$ cat config.mk
export PLATFORM = sky130hd
export DESIGN_NAME = power_to_db_mc
export DESIGN_NICKNAME = d
export VERILOG_FILES = /design/src/rtl/power_to_db_mc.sv
export SDC_FILE = /design/constraint.sdc
export NUM_CORES = 1
export LEC_CHECK = 0
export CAP_MARGIN = 5
export CORE_ASPECT_RATIO = 0.7
export CORE_MARGIN = 3
export CORE_UTILIZATION = 40
export DETAILED_ROUTE_END_ITERATION = 10
export PLACE_DENSITY_LB_ADDON = 0.25
export SETUP_SLACK_MARGIN = 0.3
export SLEW_MARGIN = 20
export SYNTH_ARGS = -nofsm -noshare
export SYNTH_HDL_FRONTEND = slang
export SYNTH_SLANG_ARGS = --single-unit
$ cat constraint.sdc
create_clock -name clk -period 7.8 [get_ports clk]
set_input_delay 1.56 -clock clk [delete_from_list [all_inputs] [get_ports clk]]
set_output_delay 1.56 -clock clk [all_outputs]
set_load 0.01 [all_outputs]
$ cat src/rtl/power_to_db_mc.sv
// Multi-channel pipelined power-to-dB converter: dB = 10*log10(x) - offset[ch], saturated.
// Define POWER_TO_DB_PEAK_HOLD_EN to add per-channel peak hold with a registered read port.
module power_to_db_mc #(
  parameter int IN_W      = 32,
  parameter int NUM_CH    = 4,
  parameter int FRAC_BITS = 8,
  parameter int DB_W      = 16,
  parameter int CH_W      = (NUM_CH > 1) ? $clog2(NUM_CH) : 1
) (
  input  logic                   clk,
  input  logic                   rst,
  input  logic                   valid_i,
  output logic                   ready_o,
  input  logic [CH_W-1:0]        ch_i,
  input  logic [IN_W-1:0]        power_i,
  input  logic                   cfg_we,
  input  logic [CH_W-1:0]        cfg_ch,
  input  logic signed [DB_W-1:0] cfg_offset,
`ifdef POWER_TO_DB_PEAK_HOLD_EN
  input  logic                   peak_clr_i,
  input  logic [CH_W-1:0]        peak_ch_i,
  output logic signed [DB_W-1:0] peak_o,
`endif
  output logic                   valid_o,
  input  logic                   ready_i,
  output logic [CH_W-1:0]        ch_o,
  output logic signed [DB_W-1:0] dB_o,
  output logic                   zero_o,
  output logic                   sat_o
);
  localparam int STAGES = 3;
  localparam int LM_W   = $clog2(IN_W);
  localparam int L_W    = LM_W + FRAC_BITS;
  localparam int P_W    = L_W + 18;
  localparam int Q_W    = P_W - 15;
  localparam int R_W    = ((Q_W > DB_W) ? Q_W : DB_W) + 2;
  localparam logic [P_W:0] K    = (P_W+1)'(197283);
  localparam logic [P_W:0] HALF = (P_W+1)'(32768);
  localparam logic signed [R_W-1:0] R_MAX = R_W'((2**(DB_W-1)) - 1);
  localparam logic signed [R_W-1:0] R_MIN = -R_MAX - R_W'(1);
  localparam logic signed [DB_W-1:0] DB_MAX = R_MAX[DB_W-1:0];
  localparam logic signed [DB_W-1:0] DB_MIN = R_MIN[DB_W-1:0];

  logic              adv, in_vld, ch_ok, cfg_ok, s2_ch_ok;
  logic [STAGES:1]   vld_pipe;
  logic [LM_W-1:0]   msb;
  logic [IN_W+FRAC_BITS-1:0] num, frac_full;
  logic [L_W-1:0]    log2_q;
  logic [P_W:0]      prod;

  logic [CH_W-1:0]   s1_ch, s2_ch;
  logic              s1_zero, s2_zero;
  logic [L_W-1:0]    s1_log2;
  logic [Q_W-1:0]    s2_db;

  logic signed [DB_W-1:0] offset [NUM_CH];
  logic signed [DB_W-1:0] off_sel;
  logic signed [R_W-1:0]  r;

  assign adv     = ready_i || !valid_o;
  assign ready_o = adv && !rst;
  assign valid_o = vld_pipe[STAGES];
  assign ch_ok   = {1'b0, ch_i}   < (CH_W+1)'(NUM_CH);
  assign cfg_ok  = {1'b0, cfg_ch} < (CH_W+1)'(NUM_CH);
  assign s2_ch_ok = {1'b0, s2_ch} < (CH_W+1)'(NUM_CH);
  assign in_vld  = valid_i && ready_o && ch_ok;

  // S1: leading-one detect; x - 2^m is x with its msb cleared
  always_comb begin
    msb = '0;
    for (int i = 0; i < IN_W; i++)
      if (power_i[i]) msb = LM_W'(i);
  end
  assign num       = {power_i ^ (IN_W'(1) << msb), FRAC_BITS'(0)};
  assign frac_full = num >> msb;
  assign log2_q    = {msb, frac_full[FRAC_BITS-1:0]};

  // S2: scale log2 to dB by round(10*log10(2)*2^16), rounded back out of Q16
  assign prod = ((P_W+1)'(s1_log2) * K) + HALF;

  // S3: offset subtract at full width ahead of the clamp
  assign off_sel = s2_ch_ok ? offset[s2_ch] : '0;
  assign r = $signed({{(R_W-Q_W){1'b0}}, s2_db}) - R_W'(off_sel);

  always_ff @(posedge clk) begin
    if (rst) begin
      vld_pipe <= '0;
      s1_ch    <= '0;
      s1_zero  <= 1'b0;
      s1_log2  <= '0;
      s2_ch    <= '0;
      s2_zero  <= 1'b0;
      s2_db    <= '0;
      ch_o     <= '0;
      dB_o     <= '0;
      zero_o   <= 1'b0;
      sat_o    <= 1'b0;
    end else if (adv) begin
      vld_pipe <= {vld_pipe[STAGES-1:1], in_vld};
      s1_ch    <= ch_i;
      s1_zero  <= (power_i == '0);
      s1_log2  <= log2_q;
      s2_ch    <= s1_ch;
      s2_zero  <= s1_zero;
      s2_db    <= prod[P_W:16];
      ch_o     <= s2_ch;
      if (s2_zero) begin
        dB_o   <= DB_MIN;
        zero_o <= 1'b1;
        sat_o  <= 1'b0;
      end else if (r > R_MAX) begin
        dB_o   <= DB_MAX;
        zero_o <= 1'b0;
        sat_o  <= 1'b1;
      end else if (r < R_MIN) begin
        dB_o   <= DB_MIN;
        zero_o <= 1'b0;
        sat_o  <= 1'b1;
      end else begin
        dB_o   <= r[DB_W-1:0];
        zero_o <= 1'b0;
        sat_o  <= 1'b0;
      end
    end
  end

  always_ff @(posedge clk) begin
    if (rst) begin
      for (int c = 0; c < NUM_CH; c++) offset[c] <= '0;
    end else if (cfg_we && cfg_ok) begin
      offset[cfg_ch] <= cfg_offset;
    end
  end

`ifdef POWER_TO_DB_PEAK_HOLD_EN
  logic signed [DB_W-1:0] peak [NUM_CH];
  logic peak_ok, out_ok, out_hs;

  assign peak_ok = {1'b0, peak_ch_i} < (CH_W+1)'(NUM_CH);
  assign out_ok  = {1'b0, ch_o} < (CH_W+1)'(NUM_CH);
  assign out_hs  = valid_o && ready_i && out_ok;

  // Update is written after the clear so a same-channel collision loads dB_o
  always_ff @(posedge clk) begin
    if (rst) begin
      for (int c = 0; c < NUM_CH; c++) peak[c] <= DB_MIN;
      peak_o <= DB_MIN;
    end else begin
      peak_o <= peak_ok ? peak[peak_ch_i] : DB_MIN;
      if (peak_clr_i && peak_ok) peak[peak_ch_i] <= DB_MIN;
      if (out_hs && ((dB_o > peak[ch_o]) || (peak_clr_i && peak_ok && peak_ch_i == ch_o)))
        peak[ch_o] <= dB_o;
    end
  end
`endif

endmodule
# Word-level counts from Yosys, hierarchy flattened
# Memories as Yosys holds them, arrays and structs flattened. A register that Yosys moved wholly into a read port is not among the register bits.
# Cells that the tools add are included.
[op_classes] shift=2 multipliers=1 n_bitwise=1 n_lt_le_gt_ge=2 n_mux=48 n_reduce_logical=7 add_sub_neg=2
[ops] operator="$mux 5" count=27
[ops] operator="$mux 16" count=4
[ops] operator="$shr 40x5->8" count=1
[ops] operator="$add 31x16->32 const B" count=1
[ops] operator="$logic_not 32->1" count=1
[ops] operator="$shl 1x5->32 const A" count=1
[ops] operator="$xor 32x32->32" count=1
[ops] operator="$mul 13x18->31 const B" count=1
[ops] operator="$gt 18x16->1 const B" count=1
[ops] operator="$lt 18x16->1 const B" count=1
[ops] operator="$sub 17x16->18" count=1
[ops] operator="$reduce_or 16->1" count=1
[ops] operator="$mux 1" count=11
[ops] operator="$mux 2" count=5
[ops] operator="$mux 3" count=1
[ops] operator="$logic_and 1x1->1" count=2
[ops] operator="$logic_not 1->1" count=2
[ops] operator="$logic_or 1x1->1" count=1
[totals] n_memories=1 ramBits=64 ff_bits=58
[memory_table] memory="offset" words=4 width=16 rd=1 rd_clocked_by_memory_dff=1 write_ports=4 line_no="56" text="logic signed [DB_W-1:0] offset [NUM_CH];"

# Depth between registers and ports, before layout
[logic_depth] word_depth=34 mapped_depth=20 mapped_depth_nobuf=20

# Least setup slack after synthesis
# OpenSTA, ideal clock, no wires.
[synth_path] path_kind="register -> register" start="register s1_log2[11]" end="register s2_db[14]" t_arrival_ps=5125 t_required_ps=7683 slack_ps=2558 stages_incl_launch_ff=21 setup_ps=117 period_less_slack_ps=5242 cell_sequence="dfxtp_1 -> inv_1 -> ha_1 -> fa_1 -> inv_1 -> fa_1 -> inv_1 -> fa_1 -> inv_1 -> fa_1 -> ha_1 -> ha_1 -> a21o_1 -> a211oi_1 -> nand3_1 -> a21oi_1 -> o21ai_1 -> a211oi_1 -> o21ai_0 -> xnor2_1 -> a22o_1"
[synth_between] elab_chain_len=2
[synth_lines] item="start: declaration" line_no="53" text="logic [L_W-1:0] s1_log2;"
[synth_lines] item="start signal: assignment" line_no="102" text="s1_log2 <= log2_q;"
[synth_lines] item="$mul 13x18->31" line_no="79" text="assign prod = ((P_W+1)'(s1_log2) * K) + HALF;"
[synth_lines] item="$add 31x16->32" line_no="79"
[synth_lines] item="end signal: assignment" line_no="105" text="s2_db <= prod[P_W:16];"
[synth_lines] item="end: declaration" line_no="54" text="logic [Q_W-1:0] s2_db;"
# No other way between the ends.
# A chain may end at the register's enable or synchronous reset.

# Final worst setup path
# Same ends and word-level chain as after synthesis.

==> results <==
- The flow ran to the end, and the final reports show no timing, DRC or antenna violations.
- The startpoint identified for the worst register-to-register timing path is s1_log2[11].
- The number of flops mapped to enable cells by yosys is 64.
- Gates resized during post-CTS repair numbered 0.
- In this run the post-CTS setup repair buffer count came out at 0.
- The largest driver fanout on the critical path is 7.
- Traced cell by cell, the critical path runs through inv_1 -> ha_1 -> fa_1 -> inv_1 -> fa_1 -> inv_1 -> fa_1 -> inv_1 -> fa_1 -> ha_1 -> ha_1 -> a21o_1 -> a211oi_1 -> nand3_1 -> a21oi_1 -> o21ai_1 -> a211oi_1 -> o21ai_0 -> xnor2_1 -> a22o_1.
- The kind of start point of the critical path is a register.
- The insertion delay of the later-clocked pin in the worst-skew pair is 0.42 ns.
- The kind of end point of the critical path is a register.
- Among all flip-flop cells after synthesis, the most frequent one is sky130_fd_sc_hd__edfxtp_1.
- In this run the count of I/O pins placed on the die edge is 79.
- The count of state elements after synthesis is 124.
- Derived from the worst setup path, the maximum achievable clock frequency is 0.173 GHz.
- Leaving out fill and tap cells, the most frequent cells in the layout are sky130_fd_sc_hd__ha_1, sky130_fd_sc_hd__inv_1, sky130_fd_sc_hd__nand2_1.
- The number of standard-cell rows in the floorplan is 49.
- The detailed-route wire length per cell is 18.8 microns.
- Clock tree synthesis inserted a total of 17 buffers.
- The worst register-to-register path has a depth of 20.
- The initial antenna violation count is 0.
- Cell internal power was estimated by the tool at 1.89 mW.
- The total grt overflow is 0.
- The final wirelength is 29200 microns.
- Before antenna repair, the detailed router went through 5 iterations.
- In this design, the stage delay of the slowest critical-path cell is 0.55 ns.
- The filler cells instantiated in the layout total 2411.
- Setup repair after global routing left no endpoint under its margin.
- In this run switching power makes up 37.4% of total power.
- In this run the horizontal extent of the chip is 202 microns.
- In this run the standard cell core region covers 26100 sq um.
- The area growth from synthesis to layout is 15.8%.
- The initial utilization of the core area, before any placement, comes to 41.3%.
- The start-to-end type of the worst setup path is register to register.
- Per report_power, the combinational group accounts for 45.4% of the total.
- The synthesized area per cell is 9.52 sq um.
- Routability-driven placement finished with a final weighted congestion of 0.942.
- The synthesized net count is 1362.
- The remaining routing DRC violations is 0.
- Summing every instance area after synthesis gives 10800 sq um.
- CTS built an H-tree with a depth of 4.
- The number of global-route vias before repair was 8448.
- The HPWL reported at the end of detailed placement is 22400 microns.
- The number of distinct library cells after synthesis is 81.
- For this design, the sink count on the clock tree is 124.
- The overall track demand over capacity in global routing is 20.4%.
- The part of the cycle the worst path needs is 74.1%.
- The worst-case IR drop observed on VDD is 0.000169 V.
- On the final layout, the worst clock skew is 0.00647 ns.
- The die covers 29000 sq um.
- The total power draw is 3.01 mW.
- For this run, the post-layout net count is 1420.
- The final sum of negative setup slack is 0 ns.
- The clock group share of total power is 26.4%.
- In this run the worst hold path is classified as register to register.
- The fraction of layout cells with a size suffix above 1 is 7.74%.
- In the synthesized netlist the async set-or-reset flop fraction comes to 0%.
- The tightest hold path in the finished design has a slack of 0.452 ns.
- Of the total power, registers draw 28.2%.
- In this run the power density over the cells is 242 nW/um^2.
- The final number of hold-violating endpoints was 0.
- Summed over all nets, the switching power comes to 1.13 mW.
- The clock period could shrink to 5.78 ns.
- The count of routing violations after the opening detailed-route iteration is 757.
- TritonCTS built the clock tree.
- During placement, the flow inserted port buffers numbering 78.
- The required time reported for the critical path endpoint is 8.11 ns.
- Once detail routing completed, the nets flagged for antenna violations numbered 0.
- The first global-routing pass estimated 46700 microns of wire.
- In this run, post-CTS hold repair placed 0 buffers.
- The repair_antennas step left the layout with diodes totalling 0.
- Entering global routing, the biggest net connects 49 pins.
- The routed layout has 8828 vias.
- The sequential cell area fraction in the yosys report is 29.0%.
- The tree is rooted in a sky130_fd_sc_hd__clkbuf_16.
- The most common cell after layout, fill and taps aside is sky130_fd_sc_hd__ha_1.
- The post-detailed-route via-to-cell ratio is 5.66.
- The timing startpoint of the critical path is s1_log2[11].
- Summed over all cells, the static leakage comes to 5.30 nW.
- The measured slew at the worst slew-check pin is 1.14 ns.
- The final setup violation count is 0.
- For this run, the number of Yosys warnings is 0.
- For this run, the share of the core covered by cells in the final layout is 47.9%.
- The number of maximum-capacitance constraint violations is 0.
- The number of max-slew violations in the final report is 0.
- The maximum number of buffers from clock root to sink is 2.
- The normalized max-slew margin is 22.0%.
- Setup slack on the worst reg-to-reg path comes out at 2.02 ns.
- Data arrives at the worst endpoint at 6.09 ns.
- The die is 143 microns tall.
- The startpoint identified for the worst hold timing path is vld_pipe[1].
- In this run the worst setup path terminates at s2_db[14].
- The cell with the largest stage delay on the worst path is sky130_fd_sc_hd__a211oi_1.
- In this run the critical register-to-register path is captured at s2_db[14].
- Clock-pin slew was measured on the worst setup and hold paths at 0.06 ns.
- The synthesized instance count is 1131.
## sequential cells by signal, summed over array words and instances (netlist names), named ones only
signal / flops
ch_o: 2
dB_o: 16
offset: 64
s1_ch: 2
s1_log2: 13
s1_zero: 1
s2_ch: 2
s2_db: 16
s2_zero: 1
sat_o: 1
vld_pipe: 3
zero_o: 1
## final cells by class
class                      instances  area (sq um)  share of cell area [%]
tap                              357           447                    3.58
timing repair buffer              92           881                    7.06
clock inverter                    14           156                    1.25
multi-input combinational        846          7030                    56.4
inverter                         108           405                    3.25
sequential                       124          3120                    25.0
clock buffer                      18           429                    3.44
## worst min path at each step
| stage | end | slack [ns] | depth (start not counted) |
|---|---|---|---|
| 2_1_floorplan | s2_db[0] | 0.43 | 2 |
| 4_1_cts | vld_pipe[1] | 0.45 | 2 |
| 6_report | vld_pipe[1] | 0.45 | 2 |
| 3_5_place_dp | vld_pipe[1] | 0.44 | 2 |
| 3_3_place_gp | vld_pipe[1] | 0.44 | 2 |
| 5_1_grt | vld_pipe[1] | 0.48 | 2 |
## power by group through the flow
stage / Sequential [mW] / Combinational [mW] / Clock [mW]
6_report: 0.849 / 1.37 / 0.795
5_1_grt: 0.860 / 1.55 / 0.833
4_1_cts: 0.849 / 1.37 / 0.807
3_5_place_dp: 0.861 / 1.35 / 0
3_3_place_gp: 0.861 / 1.34 / 0
2_1_floorplan: 0.860 / 0.946 / 0
## synthesized netlist by cell type, types with 11 or more instances
master	instances	area [sq um]
sky130_fd_sc_hd__ha_1	138	1730
sky130_fd_sc_hd__nor2_1	55	206
sky130_fd_sc_hd__mux4_2	16	360
sky130_fd_sc_hd__and2_1	68	425
sky130_fd_sc_hd__inv_1	105	394
sky130_fd_sc_hd__clkbuf_1	32	120
sky130_fd_sc_hd__o211ai_1	15	113
sky130_fd_sc_hd__a31oi_1	12	75.1
sky130_fd_sc_hd__xnor2_1	20	175
sky130_fd_sc_hd__nor3_1	21	105
sky130_fd_sc_hd__a221o_1	11	110
sky130_fd_sc_hd__a211oi_1	30	225
sky130_fd_sc_hd__mux2i_1	16	160
sky130_fd_sc_hd__nand3_1	23	115
sky130_fd_sc_hd__fa_1	36	721
sky130_fd_sc_hd__o2111ai_1	11	96.3
sky130_fd_sc_hd__dfxtp_1	60	1200
sky130_fd_sc_hd__a21oi_1	62	310
sky130_fd_sc_hd__nand2_1	81	304
sky130_fd_sc_hd__o21ai_0	33	165
sky130_fd_sc_hd__edfxtp_1	64	1920
sky130_fd_sc_hd__o21a_1	11	82.6
sky130_fd_sc_hd__nor2b_1	14	87.6
## cell families (layout without fill, tap and decap cells)
| kind of cell | count (synthesis) | in the layout | share of synthesized area, % |
|---|---|---|---|
| fa+ha+maj | 174 | 174 | 22.7 |
| buf+inv | 161 | 232 | 5.96 |
| xor+xnor | 29 | 29 | 2.36 |
| simple gates | 322 | 322 | 15.4 |
| mux | 35 | 35 | 5.15 |
| flops | 124 | 124 | 29.0 |
| compound gates | 286 | 286 | 19.4 |
## metal layers
layer,share of wire (%),global-route usage [%],vias up
met5,0,0,-
met1,53,32.8,4251
met4,0.59,3.42,0
met2,39,28.0,291
met3,7.5,4.28,18
li1,-,-,4268
## critical path, delay by kind of cell, from the launching register on
kind / cells / cell delay (ns)
flip-flops: 1 / 0.49
AO/OA/AOI/OAI: 7 / 1.91
adder cells (fa/ha/maj): 7 / 2.58
XOR/XNOR: 1 / 0.16
AND/OR/NAND/NOR: 1 / 0.20
buffers and inverters: 4 / 0.34
## through the flow
step	worst slack, ns	cells	instance area [sq um]
after global placement	2.20	1527	11900
after detailed placement	2.08	1527	11900
after CTS	2.04	1559	12500
final	2.02	1559	12500
after global routing	1.63	1559	12500
after floorplan	2.56	1131	10800
Power figures use the tool's default switching activity.
